$ cat config.mk
export PLATFORM = sky130hd
export DESIGN_NAME = sevenseg_scan_driver
export DESIGN_NICKNAME = d
export VERILOG_FILES = /design/src/rtl/sevenseg_scan_driver.sv
export SDC_FILE = /design/constraint.sdc
export NUM_CORES = 1
export LEC_CHECK = 0
export BUFFER_PORTS_ARGS = -buffer_cell sky130_fd_sc_hd__clkbuf_2
export CORE_UTILIZATION = 52
export DETAILED_ROUTE_END_ITERATION = 10
export PLACE_DENSITY = 0.81
export REMOVE_ABC_BUFFERS = 1
export SLEW_MARGIN = 15
export SYNTH_ARGS = -nofsm -noshare
export SYNTH_HDL_FRONTEND = slang
export SYNTH_SLANG_ARGS = --single-unit
$ cat constraint.sdc
create_clock -name clk -period 1.9 [get_ports clk]
set_clock_uncertainty 0.15 [all_clocks]
set_input_delay 0.095 -clock clk [delete_from_list [all_inputs] [get_ports clk]]
set_output_delay 0.095 -clock clk [all_outputs]
set_load 0.02 [all_outputs]
$ cat src/rtl/sevenseg_scan_driver.sv
// sevenseg_scan_driver: time-multiplexed BCD seven-segment scanner with ghost blanking and tear-free double-buffered loads.
// Define SEVENSEG_HEX_EN to decode codes 10-15 as A,b,C,d,E,F instead of blanking them.
module sevenseg_scan_driver #(
  parameter int NUM_DIGITS     = 4,
  parameter int CLK_DIV        = 1000,
  parameter int BLANK_CYCLES   = 2,
  parameter int SEG_ACTIVE_LOW = 1,
  parameter int DIG_ACTIVE_LOW = 1
)(
  input  logic                      clk,
  input  logic                      rst,
  input  logic [4*NUM_DIGITS-1:0]   digits_in,
  input  logic [NUM_DIGITS-1:0]     dp_in,
  input  logic                      load,
  output logic                      pending,
  output logic                      frame_start,
  output logic [6:0]                seg,
  output logic                      dp,
  output logic [NUM_DIGITS-1:0]     an
);
  localparam int PW = CLK_DIV > 1 ? $clog2(CLK_DIV) : 1;
  localparam int KW = NUM_DIGITS > 1 ? $clog2(NUM_DIGITS) : 1;
  localparam logic [6:0] SEG_OFF = SEG_ACTIVE_LOW != 0 ? 7'h7f : 7'h00;
  localparam logic [NUM_DIGITS-1:0] AN_OFF = DIG_ACTIVE_LOW != 0 ? '1 : '0;
  logic [PW-1:0]           r_p;
  logic [KW-1:0]           r_k;
  logic [4*NUM_DIGITS-1:0] r_disp, r_shadow;
  logic [NUM_DIGITS-1:0]   r_dpd, r_sdp;
  logic                    r_pending;
  logic                    w_tick, w_klast, w_bound, w_blank;
  logic [3:0]              w_code;
  logic [6:0]              w_seg;
  logic [NUM_DIGITS-1:0]   w_onehot;
  assign w_tick   = r_p == PW'(CLK_DIV - 1);
  assign w_klast  = r_k == KW'(NUM_DIGITS - 1);
  assign w_bound  = w_tick && w_klast;
  assign w_blank  = r_p < PW'(BLANK_CYCLES);
  assign w_code   = r_disp[r_k*4 +: 4];
  assign w_onehot = NUM_DIGITS'(1) << r_k;
  assign pending  = r_pending;
  always_comb begin
    w_seg = 7'b0000000;
    case (w_code)
      4'd0: w_seg = 7'b1111110;
      4'd1: w_seg = 7'b0110000;
      4'd2: w_seg = 7'b1101101;
      4'd3: w_seg = 7'b1111001;
      4'd4: w_seg = 7'b0110011;
      4'd5: w_seg = 7'b1011011;
      4'd6: w_seg = 7'b1011111;
      4'd7: w_seg = 7'b1110000;
      4'd8: w_seg = 7'b1111111;
      4'd9: w_seg = 7'b1111011;
`ifdef SEVENSEG_HEX_EN
      4'd10: w_seg = 7'b1110111;
      4'd11: w_seg = 7'b0011111;
      4'd12: w_seg = 7'b1001110;
      4'd13: w_seg = 7'b0111101;
      4'd14: w_seg = 7'b1001111;
      4'd15: w_seg = 7'b1000111;
`endif
      default: w_seg = 7'b0000000;
    endcase
  end
  always_ff @(posedge clk or posedge rst)
    if (rst) begin
      r_p         <= '0;
      r_k         <= '0;
      r_disp      <= '0;
      r_shadow    <= '0;
      r_dpd       <= '0;
      r_sdp       <= '0;
      r_pending   <= 1'b0;
      frame_start <= 1'b0;
      seg         <= SEG_OFF;
      dp          <= SEG_OFF[0];
      an          <= AN_OFF;
    end else begin
      r_p         <= w_tick ? '0 : r_p + 1'b1;
      if (w_tick) r_k <= w_klast ? '0 : r_k + 1'b1;
      frame_start <= w_bound;
      if (load) begin
        r_shadow <= digits_in;
        r_sdp    <= dp_in;
      end
      // a load landing on the boundary bypasses the shadow so it is shown in the very next frame
      if (w_bound && (load || r_pending)) begin
        r_disp <= load ? digits_in : r_shadow;
        r_dpd  <= load ? dp_in : r_sdp;
      end
      r_pending   <= load ? !w_bound : r_pending && !w_bound;
      seg         <= w_seg ^ SEG_OFF;
      dp          <= r_dpd[r_k] ^ SEG_OFF[0];
      an          <= w_blank ? AN_OFF : w_onehot ^ AN_OFF;
    end
endmodule

==> summary.md, run 1 <==
| Metric | Value |
|---|---|
| Vias in the first global route | `2017` |
| Pin count of the biggest net entering global routing | `26` |
| Max_slew headroom | `61.7%` |
| Final setup viols | `0` |
| Share of layout cells above drive strength 1 | `48.5%` |
| Std-Cell Rows | `27` |
| CP endpoint kind | `register` |
| DIE HEIGHT | `77.4 um` |
| Multi-input logic area | `0.00120 mm^2` |
| Synth warnings | `0` |
| Gpl congestion | `0.890` |
| Worst Path Buf+Inv | `1` |
| Total power | `2630 uW` |
| Detail Route Antenna Nets | `0` |
| Slack of the worst reg-to-reg path | `4 ps` |
| CP delay by family, top | `simple AND/OR/NAND/NOR gates` |
| Post-DP HPWL | `3.71 mm` |
| CP Depth | `5` |
| Post-Route WL | `5.63 mm` |
| MaxCap Viol Count | `0` |
| Finished layout cell area | `0.00382 mm^2` |
| CTS clk-pin slew, worst paths | `70 ps` |
| First-pass detailed-route iteration total | `4` |
| Actual slew at the worst max-slew pin | `573 ps` |
| Boundary pin count | `37` |
| Required time of the critical path | `1970 ps` |
| Slew Viols, Final | `0` |
| Die W | `77.4 um` |
| Cell type of the slowest stage on the worst timing path | `dfrtp_1` |
| Crit path launch type | `register` |
| Leak pwr | `0.00177 uW` |
| Register area share after synthesis | `56.4%` |
| Worst EP arrival | `1970 ps` |
| Final Hold Fails | `0` |
| CP Max Fanout | `4` |
| # port buffers | `36` |
| Vias per Instance | `5.11` |
| Synthesized instance count | `206` |
| R2R cell count | `5` |
| TritonCTS buffer count | `9` |
| CP startpoint | `r_p[8]` |
| Drc violations | `0` |
| Via count | `1905` |
| Clk_lat worst skew | `330 ps` |
| Register area | `0.00167 mm^2` |
| Outcome | `complete, no violations` |
| TritonCTS clock tree | `yes` |
| RSZ-0062 raised after global routing | `yes` |
| Crit path largest cell delay | `380 ps` |
| Min Tclk post-route | `1900 ps` |
| GR Overflow Total | `0` |
| Fill count | `383` |
| Initial antenna violation count | `0` |
| CP Cell Sequence | `nand4_2 -> nor4_4 -> and3b_2 -> clkbuf_16 -> mux2_4` |
| Worst VDD drop | `0.000502 V` |
| Critical path destination | `r_disp[0]` |
| Post-synth cell types | `35` |
| Synth Register Bits | `66` |
| Die area | `0.00598 mm^2` |
| All-Layer GR Usage | `20.9%` |
| Core ar. | `0.00547 mm^2` |
| Reg2reg end | `r_disp[0]` |
| Clock Root Buffer | `clkbuf_8` |
| Post-synthesis average cell area | `14.3 um^2` |
| Placed cell areas | `0.00335 mm^2` |
| Power per cell area | `689 mW/mm^2` |
| Hold crit path type | `in2async` |
| Period utilization | `99.8%` |
| Clock sink count | `66` |
| Post-Syn Area | `0.00295 mm^2` |
| First-pass GRT wire length | `9.33 mm` |
| Nets | `329` |
| R2R Path Start | `r_p[8]` |
| Clk buf depth | `2` |
| Drt first-iter violations | `84` |
| Highest clock rate | `527 MHz` |
| Routed length per instance | `15.1 um` |
| Area Growth Syn to Fin | `29.3%` |
| Initial Util | `54.0%` |
| N_diodes | `0` |
| H-tree depth | `3` |
| Crit path kind | `reg2reg` |
[worst min-delay path by stage]
stage,start,end,cells past startpoint
global placement,rst,r_shadow[11],2
global route,rst,r_p[6],3
CTS,rst,r_p[6],3
detailed placement,rst,r_shadow[11],2
finish,rst,r_p[6],3
floorplan,load,pending,2
[through the flow]
step	setup TNS (ps)	setup slack, ps	std cells	utilization (%)	hold slack [ps]
finish	0	4.25	373	69.8	210
global route	-914	-53.9	373	69.8	245
CTS	-9.90	-9.90	369	68.7	216
detailed placement	-61.2	-45.9	329	61.3	25.0
global placement	0	33.6	329	61.3	9.41
floorplan	-10250	-505	198	-	95.9
[placed cells by master (no fill, tap or decap), drive strengths merged, types with 6 or more instances in the layout]
| master | n |
|---|---|
| dfrtp | 54 |
| o21ai | 6 |
| ha | 10 |
| clkbuf | 50 |
| mux2 | 41 |
| inv | 7 |
| dfstp | 12 |
| a21oi | 7 |
| dlygate4sd3 | 22 |
| nand2 | 13 |
| nor2 | 11 |
| buf | 28 |
[sequential cells by signal, indices dropped and copies added, names as in the netlist]
| register | cells |
|---|---|
| an | 4 |
| dp | 1 |
| frame_start | 1 |
| pending | 1 |
| r_disp | 16 |
| r_dpd | 4 |
| r_k | 2 |
| r_p | 10 |
| r_sdp | 4 |
| r_shadow | 16 |
| seg | 7 |
[repair_timing]
action	in CTS	in global routing
hold buffers	22	0
resized for setup	2	3
endpoints found under the setup margin	23	24
cloned	0	1
hold endpoints to repair	55	0
setup buffers	2	3
pin swaps	0	2
[cell type report]
| cell class | instances | share of cell area, % |
|---|---|---|
| flip-flops and latches | 66 | 43.7 |
| multi-input cells | 125 | 31.4 |
| repair buffers | 87 | 17.6 |
| clock buffers | 13 | 3.90 |
| well taps | 72 | 2.36 |
| inverters | 7 | 0.688 |
| clock inverters | 3 | 0.393 |
[cells by family (layout without fill, tap and decap cells)]
logic type	after synthesis	count (layout)	share of synthesized area, %
xor+xnor	5	5	1.48
mux	48	48	22.7
simple gates	46	46	8.47
buf+inv	15	110	3.56
flops	66	66	56.4
compound gates	16	16	3.14
fa+ha+maj	10	10	4.24
[cell usage after synthesis]
cell type	number	share of area, %
buf_12	2	1.4
xnor2_1	2	0.59
mux2_4	20	10
nor3_2	1	0.34
and3b_2	1	0.34
nand2b_4	1	0.47
dfrtp_1	54	46
nand4_2	1	0.42
nor4_1	1	0.21
mux2_2	21	8.0
or3_1	1	0.21
nand2b_1	2	0.42
a21oi_1	7	1.2
o21ai_0	6	1.0
clkbuf_1	3	0.38
nand4b_1	1	0.30
a311oi_1	1	0.30
nand2_1	13	1.7
nor3_1	2	0.34
inv_1	7	0.89
xor2_1	3	0.89
nor2b_1	1	0.21
buf_6	2	0.76
and3_1	1	0.21
mux2i_1	2	0.68
nand3_1	4	0.68
buf_2	1	0.17
o2bb2a_1	1	0.34
dfstp_2	12	11
mux4_2	5	3.8
o41ai_1	1	0.30
ha_1	10	4.2
and2_1	4	0.85
nor2_1	11	1.4
nor4_2	1	0.42
[power breakdown]
group	total (uW)	internal (uW)	switching, uW
combinational	168	93.6	74.7
clock	1000	504	501
sequential	1460	1450	10.8
[tightest hold or removal path, delay by kind of cell]
family | cells | cell delay (ps)
buffers and inverters | 3 | 1070
[layer usage]
layer	global-route usage (%)	wire (um)	share of wire [%]
met1	26.2	2490	44
met2	33.9	2830	50
met3	6.00	207	3.7
met4	8.68	106	1.9
met5	0	0	0
Note: power is estimated with default switching activity, not from simulation.
==> run 2, diff against run 1 <==
--- a/config.mk
+++ b/config.mk
@@ -6,10 +6,12 @@
 export NUM_CORES = 1
 export LEC_CHECK = 0
 export BUFFER_PORTS_ARGS = -buffer_cell sky130_fd_sc_hd__clkbuf_2
+export CAP_MARGIN = 40
 export CORE_UTILIZATION = 52
 export DETAILED_ROUTE_END_ITERATION = 10
 export PLACE_DENSITY = 0.81
 export REMOVE_ABC_BUFFERS = 1
+export SETUP_SLACK_MARGIN = 0.2
 export SLEW_MARGIN = 15
 export SYNTH_ARGS = -nofsm -noshare
 export SYNTH_HDL_FRONTEND = slang
==> summary.md, run 2 (synthesized netlist as in run 1, its figures left out) <==
| Metric | Value |
|---|---|
| Crit path launch type | `register` |
| Vias per Instance | `5.30 (+3.7%)` |
| Clk_lat worst skew | `340 ps (about the same)` |
| Biggest regs | `r_disp: 16 flops, r_shadow: 16 flops, r_p: 10 flops` |
| Most common cell after layout, fill and taps aside | `dfrtp_1` |
| Post-DP HPWL | `3.71 mm (unchanged)` |
| Hold crit path type | `in2async` |
| Via count | `2024 (+6.2%)` |
| Worst VDD drop | `0.000486 V (-3.2%)` |
| MaxCap Viol Count | `0 (unchanged)` |
| Period utilization | `104% (+4.4 points)` |
| Share of layout cells above drive strength 1 | `55.8% (+7.3 points)` |
| RSZ-0062 raised after global routing | `yes` |
| Worst EP arrival | `2050 ps (+80 ps)` |
| Power per cell area | `655 mW/mm^2 (-4.9%)` |
| Die W | `77.4 um (unchanged)` |
| Failing checks | `negative setup slack` |
| N_diodes | `0 (unchanged)` |
| Initial Util | `54.0% (unchanged)` |
| Detail Route Antenna Nets | `0 (unchanged)` |
| TritonCTS clock tree | `yes` |
| Drt first-iter violations | `99 (+18%)` |
| Actual slew at the worst max-slew pin | `590 ps (+16.4 ps)` |
| Clk buf depth | `2 (unchanged)` |
| Leak pwr | `0.00185 uW (+4.6%)` |
| Max_slew headroom | `60.6% (-1.1 points)` |
| Crit path kind | `reg2reg` |
| Clock sink count | `66 (unchanged)` |
| Fin worst setup slack | `-78.6 ps (-82.9 ps)` |
| Final setup viols | `20 (+20)` |
| Vias in the first global route | `2205 (+9.3%)` |
| Clock Root Buffer | `clkbuf_8` |
| Post-layout util | `74.3% (+4.6 points)` |
| H-tree depth | `3 (unchanged)` |
| Gpl congestion | `0.890 (unchanged)` |
| Required time of the critical path | `1970 ps (about the same)` |
| Initial antenna violation count | `0 (unchanged)` |
| CP endpoint kind | `register` |
| Fin cells | `382 (+2.4%)` |
| Routed length per instance | `18.1 um (+20%)` |
| TritonCTS buffer count | `9 (unchanged)` |
| Highest clock rate | `505 MHz (-4.2%)` |
| Area Growth Syn to Fin | `37.8%` |
| Dpl cells | `329 (unchanged)` |
| Most frequent cells in the layout | `53 x dfrtp_1, 36 x clkbuf_2, 25 x buf_4` |
| Post-Route WL | `6.90 mm (+23%)` |
| DIE HEIGHT | `77.4 um (unchanged)` |
| Final Hold Fails | `0 (unchanged)` |
| Die area | `0.00598 mm^2 (unchanged)` |
| Core ar. | `0.00547 mm^2 (unchanged)` |
| CTS clk-pin slew, worst paths | `70 ps (about the same)` |
| CP Max Fanout | `8 (+4)` |
| Slew Viols, Final | `0 (unchanged)` |
| Min Tclk post-route | `1980 ps (+82.9 ps)` |
| Drc violations | `0 (unchanged)` |
| Std-Cell Rows | `27 (unchanged)` |
| Multi-input logic area | `0.00134 mm^2 (+12%)` |
| # port buffers | `36 (unchanged)` |
| First-pass GRT wire length | `10.9 mm (+17%)` |
| GR Overflow Total | `0 (unchanged)` |
| Outcome | `finished, violations left` |
| Register area | `0.00167 mm^2 (unchanged)` |
| Pin count of the biggest net entering global routing | `26 (unchanged)` |
| First-pass detailed-route iteration total | `4 (unchanged)` |
| Fill count | `350 (-8.6%)` |
| All-Layer GR Usage | `24.7% (+3.8 points)` |
| Pre-CTS setup slack | `-45.9 ps (unchanged)` |
| Boundary pin count | `37 (unchanged)` |
| Nets | `338 (+2.7%)` |
-- run 2: cell count changes in the layout (fill, tap and decap cells not counted), sizes merged --
cell	change
buf	+10
clkbuf	-1
-- run 2: per-stage QoR --
step / power (uW) / TNS, ps / area, um^2 / hold WS [ps]
after floorplan: 1560 / -10250 / 2870 / 95.9
after CTS: 2660 / 0 / 4000 / 216
after global routing: 2770 / -2660 / 4070 / 245
after detailed placement: 1620 / -61.2 / 3350 / 25.0
final: 2670 / -1140 / 4070 / 213
after global placement: 1610 / 0 / 3350 / 9.41
-- run 2: area by class of cell --
| type | instances | area share, % |
|---|---|---|
| Tap cell | 72 | 2.21 |
| Sequential cell | 66 | 41.0 |
| Clock inverter | 3 | 0.369 |
| Timing Repair Buffer | 96 | 19.1 |
| Clock buffer | 13 | 3.66 |
| Multi-Input combinational cell | 125 | 32.9 |
| Inverter | 7 | 0.769 |
-- run 2: report_power, final --
| group | leakage (uW) | internal, uW | switching [uW] | total (uW) |
|---|---|---|---|---|
| combinational | 0.000950 | 93.9 | 79.5 | 173 |
| sequential | 0.000812 | 1450 | 12.3 | 1460 |
| clock | 0.0000872 | 505 | 528 | 1030 |
-- run 2: final timing paths --
kind / start / end / slack (ps) / depth (start not counted)
max: r_p[0] / r_disp[3] / -80 / 7
min: rst / r_shadow[11] / 210 / 3
max reg2reg: r_p[0] / r_disp[3] / -80 / 7
min reg2reg: r_shadow[2] / r_shadow[2] / 350 / 1
max in group asynchronous: rst / seg[1] / 720 / 4
min in group clk: r_shadow[2] / r_shadow[2] / 350 / 1
-- run 2: timing repair --
action,in CTS,in global routing
pin swaps,8,2
setup buffers,13,1
endpoints found under the hold margin,55,0
hold buffers,22,0
resized for setup,33,14
cloned,1,0
setup endpoints to repair,27,29
-- run 2: metal layers --
layer / track usage [%] / vias to the layer above / share of wire (%)
li1: - / 914 / -
met1: 29.6 / 1022 / 40
met2: 42.0 / 72 / 54
met3: 6.24 / 16 / 4.0
met4: 10.9 / 0 / 2.6
met5: 0 / - / 0
-- run 2: worst max-delay path, stage by stage, from the launching register on --
cell,delay [ps]
dfrtp_1,350
ha_2,230
nand3_4,100
nor4_4,210
and3b_2,270
buf_4,120
buf_12,120
mux2_4,300
==> run 3, diff against run 2 <==
--- a/config.mk
+++ b/config.mk
@@ -10,7 +10,6 @@
 export CORE_UTILIZATION = 52
 export DETAILED_ROUTE_END_ITERATION = 10
 export PLACE_DENSITY = 0.81
-export REMOVE_ABC_BUFFERS = 1
 export SETUP_SLACK_MARGIN = 0.2
 export SLEW_MARGIN = 15
 export SYNTH_ARGS = -nofsm -noshare
==> summary.md, run 3 (synthesized netlist as in run 1, its figures left out) <==
| Metric | Value |
|---|---|
| Outcome | `finished, violations left` |
| Failing checks | `negative setup slack` |
| GR Overflow Total | `0 (unchanged)` |
| Worst Path Buf+Inv | `1 (-1)` |
| Final setup viols | `11 (-45%)` |
| DIE HEIGHT | `77.4 um (unchanged)` |
| Internal Pwr Total | `2450 uW (+20%)` |
| Routed length per instance | `18.8 um (+4.0%)` |
| Nets | `339 (+0.30%)` |
| Vias per Instance | `5.31 (+0.18%)` |
| Clock sink count | `66 (unchanged)` |
| Final Hold Fails | `0 (unchanged)` |
| Drt first-iter violations | `125 (+26%)` |
| TritonCTS buffer count | `9 (unchanged)` |
| Post-Route WL | `7.19 mm (+4.2%)` |
| Cell type of the slowest stage on the worst timing path | `mux4_2` |
| CP Cell Sequence | `mux4_2 -> buf_6 -> ha_4 -> mux2i_1 -> mux2_4` |
| Post-layout util | `76.5% (+2.2 points)` |
| Max_slew headroom | `76.6% (+16 points)` |
| Worst VDD drop | `0.000740 V (+52%)` |
| Hold crit path type | `in2async` |
| Via count | `2033 (+0.44%)` |
| Min Tclk post-route | `1960 ps (-14.7 ps)` |
| Gate power share | `5.5% (-1.0 points)` |
| Pre-CTS setup slack | `-66.1 ps (-20.3 ps)` |
| CP delay by family, top | `multiplexers` |
| Flop pwr share | `46.7% (-8.1 points)` |
| First-pass GRT wire length | `10.9 mm (+0.31%)` |
| Worst EP arrival | `2120 ps (+70 ps)` |
| Slew Viols, Final | `0 (unchanged)` |
| Die area | `0.00598 mm^2 (unchanged)` |
| CP endpoint kind | `register` |
| TritonCTS clock tree | `yes` |
| Vias in the first global route | `2142 (-2.9%)` |
| Clock share of power | `47.8% (+9.1 points)` |
| Post-Syn Nets | `239` |
| P_sw | `681 uW (+9.8%)` |
| Core ar. | `0.00547 mm^2 (unchanged)` |
| Most frequent cells in the layout | `53 x dfrtp_1, 36 x clkbuf_2, 24 x buf_4` |
| H-tree depth | `3 (unchanged)` |
| Boundary pin count | `37 (unchanged)` |
| Share of layout cells above drive strength 1 | `55.9% (+0.14 points)` |
| Crit path largest cell delay | `640 ps (+290 ps)` |
| Gpl congestion | `0.879 (-1.2%)` |
| Period utilization | `103% (-0.78 points)` |
| Most common cell after layout, fill and taps aside | `dfrtp_1` |
| Clock Root Buffer | `clkbuf_8` |
| CP Max Fanout | `6 (-2)` |
| Std-Cell Rows | `27 (unchanged)` |
| Fill count | `291 (-17%)` |
| Dpl cells | `323 (-1.8%)` |
| All-Layer GR Usage | `24.7% (about the same)` |
| Actual slew at the worst max-slew pin | `351 ps (-238 ps)` |
| Area Growth Syn to Fin | `41.8%` |
| Required time of the critical path | `2050 ps (+80 ps)` |
| Biggest regs | `r_disp: 16 flops, r_shadow: 16 flops, r_p: 10 flops` |
| Total power | `3130 uW (+17%)` |
| RSZ-0062 raised after global routing | `yes` |
| Clk buf depth | `2 (unchanged)` |
| MaxCap Viol Count | `0 (unchanged)` |
| Net Sw Frac | `21.8% (-1.5 points)` |
| # port buffers | `36 (unchanged)` |
| Power per cell area | `747 mW/mm^2 (+14%)` |
| First-pass detailed-route iteration total | `4 (unchanged)` |
| Detail Route Antenna Nets | `0 (unchanged)` |
| Post-DP HPWL | `3.37 mm (-9.2%)` |
| Crit path launch type | `register` |
| Initial Util | `54.0% (unchanged)` |
| Die W | `77.4 um (unchanged)` |
| Leak pwr | `0.00189 uW (+2.0%)` |
| Pin count of the biggest net entering global routing | `67 (+160%)` |
| CTS clk-pin slew, worst paths | `80 ps (about the same)` |
| N_diodes | `0 (unchanged)` |
| Drc violations | `0 (unchanged)` |
| Fin worst setup slack | `-63.9 ps (+14.7 ps)` |
| Initial antenna violation count | `0 (unchanged)` |
| Fin cells | `383 (+0.26%)` |
| Clk_lat worst skew | `350 ps (about the same)` |
| Highest clock rate | `509 MHz (+0.75%)` |
| Crit path kind | `reg2reg` |
run 3: changes by cell type in the layout (fill, tap and decap cells not counted), sizes merged:
cell	before	now
buf	38	37
mux4	5	6
bufinv	0	3
inv	7	5
clkbuf	49	47
clkinv	3	2
clkinvlp	0	3
run 3: final cells by class:
class	instances	area, um^2	share of cell area (%)
multi-input cells	126	1350	32.1
repair buffers	96	795	19.0
clock buffers	10	138	3.29
clock inverters	6	114	2.72
inverters	7	37.5	0.896
well taps	72	90.1	2.15
flip-flops and latches	66	1670	39.8
run 3: final timing paths:
kind / from / end / slack [ps] / cells past startpoint
max: r_k[0] / seg[2] / -60 / 5
min: rst / r_disp[14] / 260 / 4
max reg2reg: r_k[0] / seg[2] / -60 / 5
min reg2reg: r_shadow[7] / r_shadow[7] / 360 / 1
max in group asynchronous: rst / an[2] / 1000 / 4
min in group clk: r_shadow[7] / r_shadow[7] / 360 / 1
run 3: worst reg2reg max path, stage by stage, from the launching register on:
cell and delay [ps]:
dfrtp_2 460, mux4_2 650, buf_6 180, ha_4 160
mux2i_1 160, mux2_4 170
run 3: power by group through the flow:
stage	Combinational (uW)	Sequential, uW	Clock, uW
after floorplan	82.0	1480	0
after global placement	127	1480	0
after detailed placement	131	1490	0
after CTS	167	1460	1480
after global routing	189	1470	1570
final	173	1460	1490
run 3: per-stage QoR:
stage / TNS (ps) / hold slack [ps] / cell area, um^2
3_5_place_dp: -180 / 66.8 / 3340
5_1_grt: -1930 / 305 / 4190
3_3_place_gp: -33.8 / 49.8 / 3340
6_report: -231 / 256 / 4190
2_1_floorplan: 0 / 84.6 / 2980
4_1_cts: 0 / 258 / 4040
run 3: layer usage:
| layer | routed length (um) | global-route usage [%] |
|---|---|---|
| met1 | 2940 | 30.3 |
| met3 | 286 | 6.12 |
| met2 | 3810 | 41.2 |
| met5 | 0 | 0 |
| met4 | 150 | 11.3 |
run 3: timing repair:
action | 4_1_cts | 5_1_grt
gates cloned | 2 | 1
resized for setup | 19 | 19
endpoints found under the setup margin | 27 | 27
setup buffers | 14 | 5
pin swaps | 8 | 5
hold buffers | 22 | 0
endpoints found under the hold margin | 104 | 0
